$ cat config.mk
export PLATFORM = sky130hd
export DESIGN_NAME = hs_mul_seq
export DESIGN_NICKNAME = d
export VERILOG_FILES = /design/src/rtl/hs_mul_pkg.sv /design/src/rtl/hs_mul_step.sv /design/src/rtl/hs_mul_seq.sv
export SDC_FILE = /design/constraint.sdc
export NUM_CORES = 1
export LEC_CHECK = 0
export CORE_MARGIN = 2
export CORE_UTILIZATION = 65
export CTS_BUF_LIST = sky130_fd_sc_hd__clkbuf_8 sky130_fd_sc_hd__clkbuf_16
export DETAILED_ROUTE_END_ITERATION = 7
export PLACE_DENSITY = 0.91
export SLEW_MARGIN = 20
export SYNTH_ARGS = -nofsm -noshare
export SYNTH_HDL_FRONTEND = slang
export SYNTH_SLANG_ARGS = --single-unit
$ cat constraint.sdc
create_clock -name clk -period 11.3 [get_ports clk]
set_input_delay 3.39 -clock clk [delete_from_list [all_inputs] [get_ports clk]]
set_output_delay 3.39 -clock clk [all_outputs]
set_load 0.1 [all_outputs]
$ cat src/rtl/hs_mul_pkg.sv
// hs_mul_pkg: shared types and helpers for the sequential multiplier.
//   state_t  - controller states (IDLE, RUN, FIX)
//   latency  - cycles from an accepted start to the done pulse
//   abs_w    - magnitude of a w-bit operand, optionally read as two's complement
package hs_mul_pkg;

    typedef enum logic [1:0] {
        IDLE,
        RUN,
        FIX
    } state_t;

    function automatic int latency(input int width, input int step);
        return width / step + 1;
    endfunction

    // Operands up to 64 bits wide. The most negative value maps to
    // 2^(w-1), which still fits in w unsigned bits.
    function automatic logic [63:0] abs_w(input logic [63:0] v, input int w, input logic sgn);
        logic [63:0] mask;
        mask = {64{1'b1}} >> (64 - w);
        if (sgn && v[6'(w - 1)])
            return (~v + 64'd1) & mask;
        return v & mask;
    endfunction

endpackage

$ cat src/rtl/hs_mul_step.sv
// hs_mul_step: one combinational iteration of the shift-add multiplier.
//   acc_in   - running 2*WIDTH-bit accumulator
//   op_a     - multiplicand magnitude
//   b_chunk  - next STEP bits of the multiplier
//   shift    - bit position of this chunk (iteration * STEP)
//   acc_out  - acc_in + (op_a * b_chunk) << shift
module hs_mul_step #(
    parameter int WIDTH = 16,
    parameter int STEP  = 1,
    parameter int SH_W  = 5
) (
    input  logic [2*WIDTH-1:0] acc_in,
    input  logic [WIDTH-1:0]   op_a,
    input  logic [STEP-1:0]    b_chunk,
    input  logic [SH_W-1:0]    shift,
    output logic [2*WIDTH-1:0] acc_out
);

    logic [2*WIDTH-1:0] part;

    assign part    = (2*WIDTH)'(op_a) * (2*WIDTH)'(b_chunk);
    assign acc_out = acc_in + (part << shift);

endmodule

$ cat src/rtl/hs_mul_seq.sv
// hs_mul_seq: serial-load, iterative signed/unsigned multiplier.
//   clk, rst_n        - clock, synchronous active-low reset
//   sin_a, sin_b      - serial operand bits, MSB first, loaded while shift_en in IDLE
//   start             - multiply current shift-register contents (IDLE only)
//   signed_mode       - two's-complement operands when 1, sampled with start
//   slice_sel         - selects OUT_W-bit slice of the result for dout
//   busy, done        - in-progress flag and one-cycle completion pulse
//   dout              - result[slice_sel*OUT_W +: OUT_W], 0 for out-of-range selects
// WIDTH is limited to 64 by the magnitude helper.
module hs_mul_seq
    import hs_mul_pkg::*;
#(
    parameter int WIDTH = 16,
    parameter int STEP  = 1,
    parameter int OUT_W = 8
) (
    input  logic                              clk,
    input  logic                              rst_n,
    input  logic                              sin_a,
    input  logic                              sin_b,
    input  logic                              shift_en,
    input  logic                              start,
    input  logic                              signed_mode,
    input  logic [$clog2(2*WIDTH/OUT_W)-1:0]  slice_sel,
    output logic                              busy,
    output logic                              done,
    output logic [OUT_W-1:0]                  dout
);

    localparam int          ITERS = latency(WIDTH, STEP) - 1;
    localparam int          CNT_W = (ITERS > 1) ? $clog2(ITERS) : 1;
    localparam int          SH_W  = $clog2(2*WIDTH);
    localparam int unsigned NSL   = 2*WIDTH/OUT_W;
    localparam int          SEL_W = $clog2(2*WIDTH/OUT_W);

    state_t             state;
    logic [WIDTH-1:0]   sr_a, sr_b;
    logic [WIDTH-1:0]   op_a, op_b;
    logic [2*WIDTH-1:0] acc, acc_next, result;
    logic [CNT_W-1:0]   iter;
    logic               neg;
    logic [SH_W-1:0]    shift;

    assign shift = SH_W'(iter) * SH_W'(STEP);

    hs_mul_step #(
        .WIDTH (WIDTH),
        .STEP  (STEP),
        .SH_W  (SH_W)
    ) u_step (
        .acc_in  (acc),
        .op_a    (op_a),
        .b_chunk (op_b[STEP-1:0]),
        .shift   (shift),
        .acc_out (acc_next)
    );

    always_ff @(posedge clk) begin
        if (!rst_n) begin
            state  <= IDLE;
            sr_a   <= '0;
            sr_b   <= '0;
            op_a   <= '0;
            op_b   <= '0;
            acc    <= '0;
            result <= '0;
            iter   <= '0;
            neg    <= 1'b0;
            busy   <= 1'b0;
            done   <= 1'b0;
        end else begin
            done <= 1'b0;
            case (state)
                IDLE: begin
                    // start captures the pre-shift contents; a simultaneous shift still lands
                    if (start) begin
                        op_a  <= WIDTH'(abs_w(64'(sr_a), WIDTH, signed_mode));
                        op_b  <= WIDTH'(abs_w(64'(sr_b), WIDTH, signed_mode));
                        neg   <= signed_mode & (sr_a[WIDTH-1] ^ sr_b[WIDTH-1]);
                        acc   <= '0;
                        iter  <= '0;
                        busy  <= 1'b1;
                        state <= RUN;
                    end
                    if (shift_en) begin
                        sr_a <= {sr_a[WIDTH-2:0], sin_a};
                        sr_b <= {sr_b[WIDTH-2:0], sin_b};
                    end
                end
                RUN: begin
                    acc  <= acc_next;
                    op_b <= op_b >> STEP;
                    iter <= iter + 1'b1;
                    if (iter == CNT_W'(ITERS - 1))
                        state <= FIX;
                end
                FIX: begin
                    result <= neg ? -acc : acc;
                    done   <= 1'b1;
                    busy   <= 1'b0;
                    state  <= IDLE;
                end
                default: state <= IDLE;
            endcase
        end
    end

    always_comb begin
        dout = '0;
        for (int unsigned i = 0; i < NSL; i++) begin
            if (slice_sel == SEL_W'(i))
                dout = result[i*OUT_W +: OUT_W];
        end
    end

endmodule

==> flow_metrics.env <==
export IMPL_status="complete, no violations"
export IMPL_switchingPower_mw=0.286
export IMPL_coreArea_sq_um=13300
export IMPL_route_detailed_drc=0
export IMPL_port_buffers=18
export IMPL_multi_input_area_sq_um=5840
export IMPL_fp_dieH_um=121
export IMPL_synthesis_area_sq_um=8960
export IMPL_dieArea_sq_um=14700
export IMPL_power_frac_seq_pct=43.2
export IMPL_syn_avg_cell_area_sq_um=7.99
export IMPL_cp_slowest_stage_delay_ps=980
export IMPL_first_iter_violations=978
export IMPL_layout_min_cycle_time_ps=9170
export IMPL_cts_setup_buffers=0
export IMPL_syn_nets=1170
export IMPL_start_util_pct=67.1
export IMPL_fin_crit_sh_pct=81.2
export IMPL_clk_path_buf_depth=2
export IMPL_n_antenna_cell=0
export IMPL_syn2layout_area_growth_pct=8.62
export IMPL_cts_root_buf="clkbuf_16"
export IMPL_maxSlewHeadroom_pct=18.9
export IMPL_end_kind="output port"
export IMPL_routedWlPerCell_um=18.3
export IMPL_leakagePower_nw=3.93
export IMPL_gp_congestion=1.05
export IMPL_grtUsageTotal_pct=32.9
export IMPL_p_sw_share_pct=24.9
export IMPL_grt_max_degree=83
export IMPL_nNetsFinal=1141
export IMPL_fin_cells=1281
export IMPL_clk_pin_slew_ps=60
export IMPL_hpwl_mm=15.5
export IMPL_drtPass1Iterations=6
export IMPL_yosys_area_top_type="dfxtp_1"
export IMPL_finalSetupViolations=0
export IMPL_cp_start_kind="primary input"
export IMPL_overflow=0
export IMPL_synth_seq_cells=137
export IMPL_crit_arrival_ps=5780
export IMPL_vdd_ir_drop_max_v=0.000112
export IMPL_dr_total_vias=8396
export IMPL_final_seq_area_sq_um=2740
export IMPL_crit_slowest_cell="clkdlybuf4s50_1"
export IMPL_synthFlopType="dfxtp_1"
export IMPL_fmax_mhz=109
export IMPL_io_pins=19
export IMPL_antenna_found_initial=0
export IMPL_hold_buffers=0
export IMPL_rr_worst_depth=14
export IMPL_synth_edf_count=0
export IMPL_powerDensity_nw_per_um2=118
export IMPL_numCtsBuffers=17
export IMPL_clock_sinks=137
export IMPL_hold_depth=2
export IMPL_crit_family="buffers and inverters"
export IMPL_slew_violations=0
export IMPL_cts_tree="done"
export IMPL_synthArstFlopShare_pct=0
export IMPL_synthTopCellsByArea="dfxtp_1, nand2_1, ha_1, xor2_1, o21ai_0"
export IMPL_die_x_um=121
export IMPL_synth_top_area_share_pct=30.6
export IMPL_ys_warn_count=0
export IMPL_cp_buffers_inverters=2
export IMPL_synth_cell_types=62
export IMPL_critical_path_class="primary input to output port"
export IMPL_n_fill_cell=952
export IMPL_skew_ps=9.50
export IMPL_dp_cells=1248
export IMPL_rsz0062_at_grt="no"
export IMPL_cp_common_cell="clkdlybuf4s50_1"
export IMPL_rows=42
export IMPL_path_max_fanout=8
export IMPL_drt_total_wl_mm=23.4
export IMPL_worst_pin_slew_ps=1210
export IMPL_power_frac_comb_pct=6.2
export IMPL_grt_pass1_vias=7881
export IMPL_cp_depth=3
export IMPL_synthCells=1121
export IMPL_p_int_mw=0.864
export IMPL_clock_power_share_pct=50.7
export IMPL_yosysSeqAreaShare_pct=30.6
export IMPL_cap_violations=0
export IMPL_hold_violations=0
export IMPL_cp_cell_sequence="clkdlybuf4s50_1 > mux4_2 > clkdlybuf4s50_1"
export IMPL_hold_class="flip-flop to flip-flop"
export IMPL_vias_per_cell=6.55
export IMPL_cts_resized=0
export IMPL_clock_latency_ps=440
export IMPL_ant_nets=0
export IMPL_htreeDepth=4
export IMPL_worst_ep_required_time_ps=7910
export IMPL_fin_tns_setup_ps=0
export IMPL_drive_gt1_share_pct=6.97
export IMPL_grt_pass1_wl_mm=38.5
==> stage by stage <==
stage	utilization (%)	hold WS (ps)	worst slack (ps)	power [mW]	cell area, sq um
floorplan	-	441	3260	0.558	8960
global placement	68.0	453	2210	0.572	9080
detailed placement	68.0	465	2110	0.574	9080
CTS	72.6	502	2110	1.15	9700
global route	72.9	521	2050	1.18	9730
finish	72.9	494	2130	1.15	9730
==> power groups by stage <==
stage                     Clock [mW]  Sequential (mW)  Combinational [mW]
after floorplan                    0            0.505              0.0530
after global placement             0            0.506              0.0662
after detailed placement           0            0.507              0.0677
after CTS                      0.582            0.496              0.0695
after global routing           0.603            0.497              0.0770
final                          0.583            0.496              0.0708
==> cell usage in the layout, fill, tap and decap left out, types with 4 or more instances in the layout <==
cell type,netlist,routed
nand3_1,36,36
mux2i_1,7,7
o21ai_0,89,89
inv_1,17,17
and2_1,19,18
nand4_1,12,12
and3_1,6,6
or4_1,4,4
o31ai_1,14,14
nor2_1,68,68
o41ai_1,6,6
nand2b_1,6,6
clkbuf_8,4,4
o211a_1,37,37
buf_4,0,6
a22oi_1,12,12
a21o_1,7,7
nor3_1,15,15
nor4_1,6,6
clkdlybuf4s50_1,0,17
mux2_2,4,4
a31oi_1,15,15
xor2_1,52,52
a21boi_0,48,48
dfxtp_1,137,136
a21oi_1,66,66
nor2b_1,15,13
or3_1,8,8
o211ai_1,6,6
ha_1,39,39
xnor2_1,29,29
clkbuf_16,0,17
nand2_1,205,203
mux4_2,18,18
==> state kept, by name, summed over array words and instances, names as in the netlist <==
register	cells
busy	1
result	32
iter	4
op_a	16
acc	32
sr_b	16
state	2
sr_a	16
op_b	16
done	1
neg	1
==> logic make-up (layout without fill, tap and decap cells) <==
| logic type | after synthesis | count (layout) | synth area share [%] |
|---|---|---|---|
| AND/OR/NAND/NOR | 414 | 414 | 21.1 |
| adder cells (fa/ha/maj) | 40 | 40 | 5.67 |
| AO/OA/AOI/OAI | 330 | 330 | 24.5 |
| XOR/XNOR | 81 | 81 | 7.92 |
| flip-flops | 137 | 137 | 30.6 |
| buffers and inverters | 90 | 74 | 4.39 |
| multiplexers | 29 | 29 | 5.81 |
==> tightest hold or removal path: cells and delay by family, from the launching register on <==
kind / cells / cell delay [ps]
DFF: 1 / 310
AOI/OAI and AO/OA: 1 / 80
and+or+nand+nor: 1 / 50
==> cell usage after synthesis, drive strengths merged (16+ instances only) <==
cell,number
a21boi,48
a21oi,66
and2,20
clkbuf,65
dfxtp,137
ha,39
inv,17
mux4,18
nand2,205
nand3,36
nor2,68
nor3,16
o211a,37
o21ai,89
xnor2,29
xor2,52
==> routing by layer <==
| metal | wire, um | track usage [%] | vias up |
|---|---|---|---|
| met5 | 0 | 0 | - |
| met1 | 9860 | 42.4 | 3952 |
| met2 | 11000 | 53.1 | 402 |
| met4 | 761 | 13.9 | 0 |
| met3 | 1820 | 7.38 | 74 |
| li1 | - | - | 3968 |
==> worst paths after layout <==
path	slack [ps]	startpoint	end
setup / recovery	2130	slice_sel[0]	dout[6]
hold / removal	490	busy	busy
setup reg to reg	6730	iter[1]	acc[31]
hold reg to reg	490	busy	busy
==> final cells by class <==
cell class | count | area share (%)
multi-input combinational | 894 | 60.0
clock buffer | 21 | 4.94
tap | 176 | 2.26
clock inverter | 11 | 1.39
sequential | 137 | 28.2
timing repair buffer | 25 | 2.55
inverter | 17 | 0.656
Power figures use the tool's default switching activity.
